### config.mk
export PLATFORM = sky130hd
export DESIGN_NAME = alu_operand_core
export DESIGN_NICKNAME = d
export VERILOG_FILES = /design/src/rtl/alu_operand_core.sv
export SDC_FILE = /design/constraint.sdc
export NUM_CORES = 1
export LEC_CHECK = 0
export BUFFER_PORTS_ARGS = -buffer_cell sky130_fd_sc_hd__buf_2
export CAP_MARGIN = 10
export CORE_ASPECT_RATIO = 0.8
export CORE_UTILIZATION = 52
export DETAILED_ROUTE_END_ITERATION = 6
export MAX_ROUTING_LAYER = met4
export PLACE_DENSITY = 0.84
export SLEW_MARGIN = 20
export SYNTH_ARGS = -nofsm -noshare
export SYNTH_HDL_FRONTEND = slang
export SYNTH_SLANG_ARGS = --single-unit
### constraint.sdc
create_clock -name clk -period 1.96 [get_ports clk]
set_input_delay 0.098 -clock clk [delete_from_list [all_inputs] [get_ports clk]]
set_output_delay 0.098 -clock clk [all_outputs]
set_load 0.02 [all_outputs]
### src/rtl/alu_operand_core.sv
// Registered single-cycle ALU with 4:1 operand muxes on both inputs.
// Build option: define ALU_OPERAND_CORE_SHIFT_EN to include the SLL/SRL shifter.
module alu_operand_core #(
    parameter int unsigned WIDTH = 16
) (
    input  logic             clk,
    input  logic             rst,
    input  logic [WIDTH-1:0] a_in0,
    input  logic [WIDTH-1:0] a_in1,
    input  logic [WIDTH-1:0] a_in2,
    input  logic [WIDTH-1:0] a_in3,
    input  logic [WIDTH-1:0] b_in0,
    input  logic [WIDTH-1:0] b_in1,
    input  logic [WIDTH-1:0] b_in2,
    input  logic [WIDTH-1:0] b_in3,
    input  logic [1:0]       a_sel,
    input  logic [1:0]       b_sel,
    input  logic [2:0]       alu_op,
    input  logic             valid_in,
    output logic [WIDTH-1:0] result,
    output logic             zero,
    output logic             pos,
    output logic             carry,
    output logic             valid_out
);

    localparam logic [2:0] OP_ADD  = 3'b000;
    localparam logic [2:0] OP_SUB  = 3'b001;
    localparam logic [2:0] OP_AND  = 3'b010;
    localparam logic [2:0] OP_OR   = 3'b011;
    localparam logic [2:0] OP_XOR  = 3'b100;
    localparam logic [2:0] OP_SLL  = 3'b101;
    localparam logic [2:0] OP_SRL  = 3'b110;
    localparam logic [2:0] OP_PASS = 3'b111;

`ifdef ALU_OPERAND_CORE_SHIFT_EN
    localparam int unsigned SHW = $clog2(WIDTH);
`endif

    logic [WIDTH-1:0] op_a;
    logic [WIDTH-1:0] op_b;
    logic [WIDTH:0]   sum_ext;
    logic [WIDTH:0]   diff_ext;
    logic [WIDTH-1:0] alu_res;
    logic             alu_carry;
    logic             res_zero;
    logic             res_pos;

    // Operand A select
    always_comb begin
        op_a = a_in0;
        case (a_sel)
            2'd0:    op_a = a_in0;
            2'd1:    op_a = a_in1;
            2'd2:    op_a = a_in2;
            default: op_a = a_in3;
        endcase
    end

    // Operand B select
    always_comb begin
        op_b = b_in0;
        case (b_sel)
            2'd0:    op_b = b_in0;
            2'd1:    op_b = b_in1;
            2'd2:    op_b = b_in2;
            default: op_b = b_in3;
        endcase
    end

    // Extended add/sub: the top bit is carry-out for ADD and borrow for SUB
    assign sum_ext  = {1'b0, op_a} + {1'b0, op_b};
    assign diff_ext = {1'b0, op_a} - {1'b0, op_b};

    // Operation decode
    always_comb begin
        alu_res   = '0;
        alu_carry = 1'b0;
        case (alu_op)
            OP_ADD: begin
                alu_res   = sum_ext[WIDTH-1:0];
                alu_carry = sum_ext[WIDTH];
            end
            OP_SUB: begin
                alu_res   = diff_ext[WIDTH-1:0];
                alu_carry = ~diff_ext[WIDTH];
            end
            OP_AND:  alu_res = op_a & op_b;
            OP_OR:   alu_res = op_a | op_b;
            OP_XOR:  alu_res = op_a ^ op_b;
`ifdef ALU_OPERAND_CORE_SHIFT_EN
            OP_SLL:  alu_res = op_a << op_b[SHW-1:0];
            OP_SRL:  alu_res = op_a >> op_b[SHW-1:0];
`else
            OP_SLL:  alu_res = op_a;
            OP_SRL:  alu_res = op_a;
`endif
            OP_PASS: alu_res = op_b;
            default: alu_res = '0;
        endcase
    end

    assign res_zero = (alu_res == '0);
    assign res_pos  = ~alu_res[WIDTH-1] & ~res_zero;

    // Result and flags load only on a valid request; otherwise they hold
    always_ff @(posedge clk or negedge rst) begin
        if (!rst) begin
            result <= '0;
            zero   <= 1'b1;
            pos    <= 1'b0;
            carry  <= 1'b0;
        end else if (valid_in) begin
            result <= alu_res;
            zero   <= res_zero;
            pos    <= res_pos;
            carry  <= alu_carry;
        end
    end

    always_ff @(posedge clk or negedge rst) begin
        if (!rst) begin
            valid_out <= 1'b0;
        end else begin
            valid_out <= valid_in;
        end
    end

endmodule

* Yosys cells after proc, flatten, opt, wreduce, memory -nomap -nowiden
Cells that the tools add are included.
Word-level totals: input port bits 138, word-level logic and storage cells 34, flip-flop bits (word level) 20
Operators by class: reductions and logical operators 5, add/sub/neg operators 2, bitwise logic cells 7, equal/unequal tests 11, multiplexer cells 4
Operators with widths (number):
- one-hot mux 16 bit (7 select lines) | 1
- one-hot mux 16 bit (3 select lines) | 2
- adder 16 x 16 -> 17 bit | 1
- subtractor 16 x 16 -> 17 bit | 1
- AND 16 bit | 1
- logical NOT 16 bit | 1
- bitwise OR 16 bit | 1
- bitwise XOR 16 bit | 1
- == test 3 bit (second input constant) | 4
- == test 3 x 2 -> 1 bit (second input constant) | 2
- == test 2 x 1 -> 1 bit (second input constant) | 2
- == test 2 bit (second input constant) | 2
- logical NOT 2 bit | 2
- == test 3 x 1 -> 1 bit (second input constant) | 1
- logical NOT 3 bit | 1
- NOT 1 bit | 3
- one-hot mux 1 bit (2 select lines) | 1
- OR reduction 2 bit | 1
- AND 1 bit | 1

* Logic depth before layout (Yosys ltp)
Gate-level depths: netlist of run 1.
word-level depth 7, gate-level depth with buffers 16

* Worst setup path after synthesis of run 1
OpenSTA, ideal clock, no wires.
kind input port to flip-flop, start point input b_sel[0], end point register zero, stages 14, buffers on the path 3, arrival time 3.746 ns, path slack -1.847 ns, setup time 0.061 ns, cell sequence buf_6 > buf_1 > mux2_2 > o21a_1 > ha_1 > buf_2 > or4_1 > a2111oi_0 > or2_2 > a2111oi_0 > nor2_1 > nand4_1 > a2111oi_2 > a22o_1
On the way: cells in the longest elaborated chain, start to end 5, elaborated cells between the ends (all ways) 11
Ends and longest elaborated chain:
- from (decl) | line 17 | input logic [1:0] b_sel,
- == test 2 bit (tied with other cells) | line 63 | case (b_sel)
- one-hot mux 16 bit (3 select lines) (*) | line 63
- subtractor 16 x 16 -> 17 bit (tied with other cells) | line 73 | assign diff_ext = {1'b0, op_a} - {1'b0, op_b};
- one-hot mux 16 bit (7 select lines) (*) | line 79 | case (alu_op)
- logical NOT 16 bit (*) | line 103 | assign res_zero = (alu_res == '0);
- to (signal assigned) | line 115 | zero <= res_zero;
- to (decl) | line 21 | output logic zero,
Mark *: on every way between the ends. The rest lies on a longest branch, timed or not. A chain may end at the register's enable or synchronous reset.

* Worst setup path in the final report of run 1
start point input a_sel[1], end point register pos
On the way: cells in the longest elaborated chain, start to end 7, elaborated cells between the ends (all ways) 14
Ends and longest elaborated chain:
- from (decl) | line 16 | input logic [1:0] a_sel,
- == test 2 bit (tied with other cells) | line 52 | case (a_sel)
- one-hot mux 16 bit (3 select lines) (*) | line 52
- subtractor 16 x 16 -> 17 bit (tied with other cells) | line 73
- one-hot mux 16 bit (7 select lines) (*) | line 79
- logical NOT 16 bit | line 103
- NOT 1 bit | line 104 | assign res_pos = ~alu_res[WIDTH-1] & ~res_zero;
- AND 1 bit (*) | line 104
- to (signal assigned) | line 116 | pos <= res_pos;
- to (decl) | line 22 | output logic pos,
Marked as above.

==> results of run 1 <==
==> cell families after synthesis <==
| logic type | share of synthesized area, % |
|---|---|
| AO/OA/AOI/OAI | 25.8 |
| XOR/XNOR | 2.06 |
| adder cells (fa/ha/maj) | 15.1 |
| buffers and inverters | 7.87 |
| flip-flops | 11.8 |
| multiplexers | 20.0 |
| AND/OR/NAND/NOR | 17.4 |
==> repair_timing <==
action                     CTS  global route
pin swaps                   46            25
setup endpoints to repair   18            18
resized for setup           78            25
setup buffers               21             4
hold endpoints to repair    19             0
hold buffers                 1             0
==> final cells by class <==
| type | instances | area (µm²) | share of cell area, % |
|---|---|---|---|
| multi-input cells | 421 | 3980 | 55.3 |
| repair buffers | 356 | 2360 | 32.8 |
| flip-flops and latches | 20 | 502 | 6.98 |
| inverters | 46 | 173 | 2.40 |
| well taps | 108 | 135 | 1.88 |
| clock buffers | 4 | 45.0 | 0.627 |
| diodes | 1 | 2.50 | 0.0348 |
==> through the flow <==
step / std cells / utilization [%] / setup TNS [ns] / hold slack [ns]
floorplan: 524 / - / -12.95 / -0.198
global placement: 929 / 82.2 / -19.25 / 0.0444
finish: 956 / 90.9 / -14.95 / 0.271
detailed placement: 929 / 82.2 / -20.61 / 0.0524
global route: 956 / 90.9 / -16.37 / 0.291
CTS: 952 / 89.4 / -12.48 / 0.254
==> power groups by stage <==
stage	logic (mW)	registers, mW	clock network (mW)
2_1_floorplan	1.36	0.631	0
3_3_place_gp	2.62	0.530	0
3_5_place_dp	2.72	0.538	0
4_1_cts	3.08	0.531	0.274
5_1_grt	3.58	0.545	0.293
6_report	3.44	0.535	0.276
==> cells in the final DEF, fill, tap and decap left out, types with 4 or more instances in the layout <==
cell / n
buf_12: 4
nor2_1: 49
a21oi_1: 22
ha_1: 33
dfrtp_1: 19
xor2_1: 6
a21o_1: 5
o21ai_0: 14
a31oi_1: 4
o21ai_2: 4
or2_2: 4
mux2_2: 5
nor2_2: 4
nand3_1: 7
buf_4: 192
nand4_1: 5
mux2i_1: 12
nor2b_1: 8
inv_2: 4
buf_2: 155
a211oi_1: 4
nor3_1: 11
o211ai_1: 13
ha_2: 5
ha_4: 10
nand2_1: 38
nand2b_1: 9
inv_1: 42
mux4_2: 28
a221o_1: 4
a22oi_1: 8
o21ai_1: 8
a21oi_2: 14
==> state kept, by name, indices dropped and copies added, names as in the netlist <==
signal / flops
carry: 1
zero: 1
pos: 1
valid_out: 1
result: 16
==> worst max-delay path by stage <==
stage / from / to / slack [ns] / depth (start not counted)
after floorplan: a_sel[0] / zero$_DFFE_PN1P_ / -1.36 / 15
after global placement: a_sel[0] / zero$_DFFE_PN1P_ / -1.56 / 15
after detailed placement: a_sel[0] / zero$_DFFE_PN1P_ / -1.64 / 15
after CTS: a_sel[0] / zero$_DFFE_PN1P_ / -1.16 / 12
after global routing: b_sel[0] / pos$_DFFE_PN0P_ / -1.53 / 16
final: a_sel[1] / pos$_DFFE_PN0P_ / -1.35 / 14
==> metal layers <==
layer	wire (µm)	vias up
met4	1890	0
li1	-	2592
met5	0	-
met3	3050	226
met2	10100	666
met1	7680	2995
==> worst reg2reg max path: stages (launching register included) <==
cell and delay [ns]:
dfrtp_1 0.40, mux2i_1 0.16, nor2_1 0.10
==> qor.txt, run 1 <==
Status - finished, violations left
Violated checks - setup timing
Post-Synthesis Cells - 524
Drt drc - 0
CTS tree - built
Register share of total power - 12.6%
Core region area - 7910 µm²
GR Util met1 - 57.8%
Total global-route track usage - 50.2%
Mapped Avg Cell Area - 8.10 µm²
Final Cycle Share - 169%
Met2 usage - 79.8%
Hold_sp - valid_in
Synth warn - 0
Busiest grt layer - met2
Final setup viols - 18
Sw Ratio - 46.7%
CP Data Arrival Time - 3.43 ns
Port bufs - 157
Largest net degree at the start of global routing - 32
GRT overflow - 0
Clk_skew - 0 ns
Total power per unit cell area - 592 nW/µm²
F_max - 0.303 GHz
Initial antenna violation count - 1
Clock latency on the worst-skew pair - 0.26 ns
Critical setup path kind - in2reg
DR vias/cell - 6.78
Die Ht - 82.8 µm
Ys async rst share - 100%
First-pass GRT wire length - 31800 µm
Count leader, synth - nor2_1
Initial core utilization - 53.7%
Routed len/inst - 23.8 µm
CTS Sinks - 20
Post-Syn Area - 4250 µm²
Post-DP Area - 6500 µm²
DRT Pass-1 Iters - 6
Critical-path top delay cell - or4_4
Final Instance Area - 7190 µm²
Leading area contributor after synthesis - ha_1
Total internal power - 2.27 mW
Logic pwr share - 80.9%
Fill count - 358
Die ar. - 8530 µm²
Dominant cells by area after synthesis - ha_1 14%, mux4_2 13%, dfrtp_1 11%
Worst-Margin Slew - 0.906 ns
Placed wire-length estimate - 14800 µm
Reg-to-reg critical path endpoint - pos$_DFFE_PN0P_
MaxCap Viol Count - 0
Grt met3 use - 10.8%
WP buf/inv - 4
Final Max Slew Viols - 0
Hold crit path type - in2reg
R2R Setup Slk - 1.17 ns
RSZ-0062 raised after global routing - yes
P_leak - 3.51 nW
Root buf cell - clkbuf_8
Worst Slack Setup Final - -1.35 ns
Die width - 103 µm
Worst reg2reg path depth - 2
Count of different cell masters after synthesis - 66
Crit-path leading delay family - multiplexers
Crit-path cells - buf_2, buf_4, mux4_2, ha_4, or4_4, a2111oi_4, buf_4, buf_4, o21ai_2, a21oi_2, mux2i_1, a21oi_2, mux2i_1, nor2_1
Slew margin rel. - 39.5%
Drt initial violations - 751
Final hold vios - 0
Clock slew at reported path FFs - 0.07 ns
Synth Flop Type - dfrtp_1
Layout area overhead - 69.3%
Commonest cells post-synth - 53 x nor2_1, 48 x ha_1, 46 x inv_1
NetSw - 1.99 mW
Hold path cells - 2
Clock Path Buffers - 2
Critical path peak fanout - 9
Routed vias - 6479
Hold path endpoint - valid_out$_DFF_PN0_
TritonCTS Buffers - 3
IO Pins - 158
Post-synth EDFFs - 0
Rows - 29
Number of synthesized register bits - 20
Tmin final - 3.31 ns
Clock share of power - 6.5%
Sequential-to-total area share from yosys stat - 11.8%
Critical Path Sink Type - flop
CTS H-tree depth - 1
Crit-path max cell delay - 0.58 ns
Most used cell, CP - buf_4
Layout cells sized above 1 - 57.4%
Syn nets - 712
Vias in the first global route - 6295
Top cell type's share of synthesized area - 14.1%
Post-Route WL - 22700 µm
Pre-CTS WS - -1.64 ns
RR Startpoint - pos$_DFFE_PN0P_
Peak VDD IR - 0.480 mV
Final Wtd Congestion - 1.05
Overall power - 4.25 mW
Antenna Violating Nets Remaining - 0
Final #Nets - 1036
Required time at the worst-slack endpoint - 2.09 ns
Worst Setup Start Kind - input pin
Note: power is estimated with default switching activity, not from simulation.
==> inputs of run 2 (changes only) <==
Settings changed: ABC_AREA set to 1, PLACE_DENSITY 0.84 to 0.82.
==> run 2 against run 1 <==
  * The run now fails in 5_1_grt
  * Synthesized cell count increased by 73%
  * Area after synthesis increased by 13%
==> qor.txt, run 2 <==
Status - stopped before the end
Fail Step - 5_1_grt
Error - [ERROR GRT-0232] Routing congestion too high. Check the congestion heatmap in the GUI.
Mapped Avg Cell Area - 5.28 µm²
TritonCTS Buffers - 3
Number of synthesized register bits - 20
Kind of the worst endpoint - sequential cell input
Post-Syn Area - 4800 µm²
Placed cells - 1271
Synth Flop Type - dfrtp_1
Total global-route track usage - 80.9%
Clock Path Buffers - 2
Mux contribution to synthesized area - 0%
Ys async rst share - 100%
Port bufs - 157
Commonest cells post-synth - 292 x nand2_1, 131 x nand3_1, 117 x inv_1
Placed wire-length estimate - 14300 µm
Post-synth EDFFs - 0
Count leader, synth - nand2_1
Post-synthesis simple-gate area fraction - 51.0%
Largest family of logic cells by synthesized area - simple AND/OR/NAND/NOR gates
Initial core utilization - 55.1%
Die Ht - 87.9 µm
Largest net degree at the start of global routing - 23
Root buf cell - clkbuf_16
GRT overflow - 74
CTS Sinks - 20
Dominant cells by area after synthesis - nand2_1 23%, nand3_1 14%, ha_1 13%
Worst endpoint, post-GRT repair - zero$_DFFE_PN1P_/D
Count of different cell masters after synthesis - 32
Final Wtd Congestion - 0.966
Rows - 30
Die width - 109 µm
Synth Area in Compound Gates - 11.4%
IO Pins - 158
Sequential-to-total area share from yosys stat - 10.5%
Top cell type's share of synthesized area - 22.8%
Pre-CTS WS - -0.893 ns
Post-Synth Adder-Cell Area - 13.4%
Leading area contributor after synthesis - nand2_1
Xor/xnor cell area share of the yosys netlist - 0.365%
Syn nets - 1096
Post-Synthesis Cells - 908
Synth warn - 0
CTS H-tree depth - 1
==> run 2: cell types whose count changed after synthesis, moves of 21 or more <==
cell and change:
nand3_1 +124, nand2_1 +254, mux4_2 -25, inv_1 +71, nor2_1 +48, o21ai_0 +21
==> run 2: cell families after synthesis <==
| family | count (synthesis) |
|---|---|
| XOR/XNOR | 2 |
| adder cells (fa/ha/maj) | 50 |
| AO/OA/AOI/OAI | 104 |
| buffers and inverters | 158 |
| AND/OR/NAND/NOR | 574 |
| flip-flops | 20 |
==> run 2: layer usage <==
layer	overflow	global-route usage, %
met5	-	-
met4	28	83.9
met3	2	60.0
met2	44	98.4
met1	0	78.6
==> run 2: repair_timing <==
item | 4_1_cts
gates resized for setup | 134
buffers inserted | 28
hold buffers | 1
endpoints found under the setup margin | 18
hold endpoints to repair | 19
pin swaps | 63
==> run 2: stage by stage <==
step	hold WS, ns	util (%)	cell area, µm²	setup TNS (ns)
3_5_place_dp	0.0643	77.8	6770	-11.93
2_1_floorplan	-0.198	-	5060	-1.64
4_1_cts	0.139	86.7	7550	-2.74
3_3_place_gp	0.0580	77.8	6770	-10.90
==> inputs of run 3 (changes only) <==
Settings changed: CORE_ASPECT_RATIO 0.8 to not set, CORE_UTILIZATION 52 to 37, MAX_ROUTING_LAYER met4 to not set, PLACE_DENSITY 0.82 to not set, PLACE_DENSITY_LB_ADDON set to 0.15.
==> run 3 against run 2 <==
  * The flow now finishes, with violations (setup timing)
  * Synthesized cell count stayed put
  * Area after synthesis stayed put
==> qor.txt, run 3 <==
Initial antenna violation count - 0
P_leak - 4.67 nW
Violated checks - setup timing
Total power per unit cell area - 525 nW/µm²
Total internal power - 2.46 mW
Clock slew at reported path FFs - 0.05 ns
GRT overflow - 0
Critical setup path kind - in2reg
Routed len/inst - 13.4 µm
Number of synthesized register bits - 20
Post-synth EDFFs - 0
Critical Path Sink Type - flop
MaxCap Viol Count - 0
Final #Nets - 1453
Final Wtd Congestion - 0.898
First-pass GRT wire length - 30700 µm
Crit-path cells - buf_12, buf_12, o21ai_2, nand3_2, nand2_2, inv_2, ha_4, inv_1, nand2_1, nand2_2, a21oi_4, nand2_2, buf_4, nand2_1, nand3_1, nand3_1, nand3_2, nor2_1, nand2_1, nor2_1, nand3_1, nand2_1
Sequential-to-total area share from yosys stat - 10.5%
Sw Ratio - 45.5%
Largest register FFs - 16
Critical path peak fanout - 13
Fill count - 1184
F_max - 0.426 GHz
Core region area - 12600 µm²
RSZ-0062 raised after global routing - yes
Peak VDD IR - 0.308 mV
CTS Sinks - 20
Largest net degree at the start of global routing - 23
Tmin final - 2.35 ns
Most used cell, CP - nand2_1
Hold crit path type - in2reg
Vias in the first global route - 6740
IO Pins - 158
Largest Register - result
Port bufs - 157
Pre-CTS WS - -0.898 ns
Ys async rst share - 100%
Routed vias - 6991
Worst-Margin Slew - 0.702 ns
Count of different cell masters after synthesis - 32
Drt drc - 0
Synth warn - 0
Post-Route WL - 19300 µm
Status - finished, violations left
Final setup viols - 14
CTS tree - built
Count leader, synth - nand2_1
Commonest non-fill, non-tap cell in the layout - nand2_1
Overall power - 4.51 mW
Root buf cell - clkbuf_16
Slew margin rel. - 53.2%
Post-Synthesis Cells - 908
Syn nets - 1096
Top cell type's share of synthesized area - 22.8%
Clock latency on the worst-skew pair - 0.25 ns
Register share of total power - 11.5%
Final Cycle Share - 120%
Required time at the worst-slack endpoint - 2.15 ns
Drt initial violations - 314
Synth Flop Type - dfrtp_1
Most frequent cells in the layout - 237 x nand2_1, 201 x buf_4, 154 x buf_2
Total global-route track usage - 28.8%
Die ar. - 13400 µm²
Final hold slack - 0.125 ns
Clock Path Buffers - 2
Critical-path top delay cell - ha_4
Mapped Avg Cell Area - 5.28 µm²
Crit-path max cell delay - 0.31 ns
Setup TNS - -2.93 ns
CP Data Arrival Time - 2.54 ns
Worst Slack Setup Final - -0.386 ns
Post-Syn Area - 4800 µm²
Rows - 41
Commonest cells post-synth - 292 x nand2_1, 131 x nand3_1, 117 x inv_1
Final hold vios - 0
Dominant cells by area after synthesis - nand2_1 23%, nand3_1 14%, ha_1 13%
Die Ht - 116 µm
Clk_skew - 0 ns
Final Max Slew Viols - 0
CTS H-tree depth - 1
Antenna Violating Nets Remaining - 0
# diodes - 0
DR vias/cell - 4.87
Leading area contributor after synthesis - nand2_1
NetSw - 2.05 mW
Clock share of power - 10.2%
Worst Setup Start Kind - input pin
Die width - 116 µm
Layout cells sized above 1 - 49.2%
Layout area overhead - 79.0%
Logic pwr share - 78.3%
Initial core utilization - 38.0%
TritonCTS Buffers - 3
Final core utilization - 68.1%
DRT Pass-1 Iters - 6
Placed wire-length estimate - 15100 µm
## run 3: power groups by stage
| stage | sequential [mW] | clock [mW] | combinational (mW) |
|---|---|---|---|
| after floorplan | 0.611 | 0 | 1.45 |
| after global placement | 0.522 | 0 | 2.71 |
| after detailed placement | 0.526 | 0 | 2.73 |
| after CTS | 0.520 | 0.462 | 3.19 |
| final | 0.520 | 0.460 | 3.53 |
| after global routing | 0.527 | 0.477 | 3.86 |
## run 3: final timing paths
path                                        from             endpoint  slack, ns  cells past startpoint
worst max-delay path                    b_sel[0]     zero$_DFFE_PN1P_      -0.39                     22
max in group asynchronous                    rst     zero$_DFFE_PN1P_       1.29                      2
min in group asynchronous                    rst  valid_out$_DFF_PN0_       0.33                      2
worst min-delay path                    valid_in  valid_out$_DFF_PN0_       0.12                      1
worst max register to register  zero$_DFFE_PN1P_     zero$_DFFE_PN1P_       1.24                      2
worst min register to register  zero$_DFFE_PN1P_     zero$_DFFE_PN1P_       0.47                      2
## run 3: cell families after synthesis
logic type / Yosys count / share of synthesized area (%)
AOI/OAI and AO/OA: 104 / 11.4
xor gates and xnor gates: 2 / 0.365
adders and majority gates: 50 / 13.4
buffers and inverters: 158 / 13.4
DFF: 20 / 10.5
and+or+nand+nor: 574 / 51.0
## run 3: metal layers
layer | up-vias | wire length (µm) | global-route usage, % | part of all wire [%]
li1 | 3601 | - | - | -
met1 | 3117 | 8090 | 34.6 | 42
met2 | 224 | 9720 | 52.4 | 50
met3 | 49 | 840 | 3.29 | 4.4
met4 | 0 | 650 | 11.0 | 3.4
met5 | - | 0 | 0 | 0
## run 3: cell type report
type	instances	area [µm²]	area share [%]
flip-flops and latches	20	502	5.84
well taps	172	215	2.51
inverters	123	473	5.51
multi-input cells	732	4600	53.5
repair buffers	385	2710	31.6
clock buffers	4	88.8	1.03
## run 3: metrics by stage
| step | instances | cell area (µm²) |
|---|---|---|
| 6_report | 1436 | 8590 |
| 5_1_grt | 1436 | 8590 |
| 4_1_cts | 1424 | 8120 |
| 3_5_place_dp | 1368 | 7140 |
| 3_3_place_gp | 1368 | 7140 |
| 2_1_floorplan | 908 | 5060 |
## run 3: worst max-delay path: cells and delay by family
| family | cells | cell delay [ns] |
|---|---|---|
| fa+ha+maj | 1 | 0.31 |
| simple gates | 14 | 1.27 |
| compound gates | 2 | 0.31 |
| buf+inv | 5 | 0.54 |
## run 3: repair_timing
action,4_1_cts,5_1_grt
setup buffers,52,12
pin swaps,61,29
setup endpoints to repair,18,18
endpoints found under the hold margin,19,0
gates cloned,3,1
gates resized for setup,148,115
hold buffers,1,0
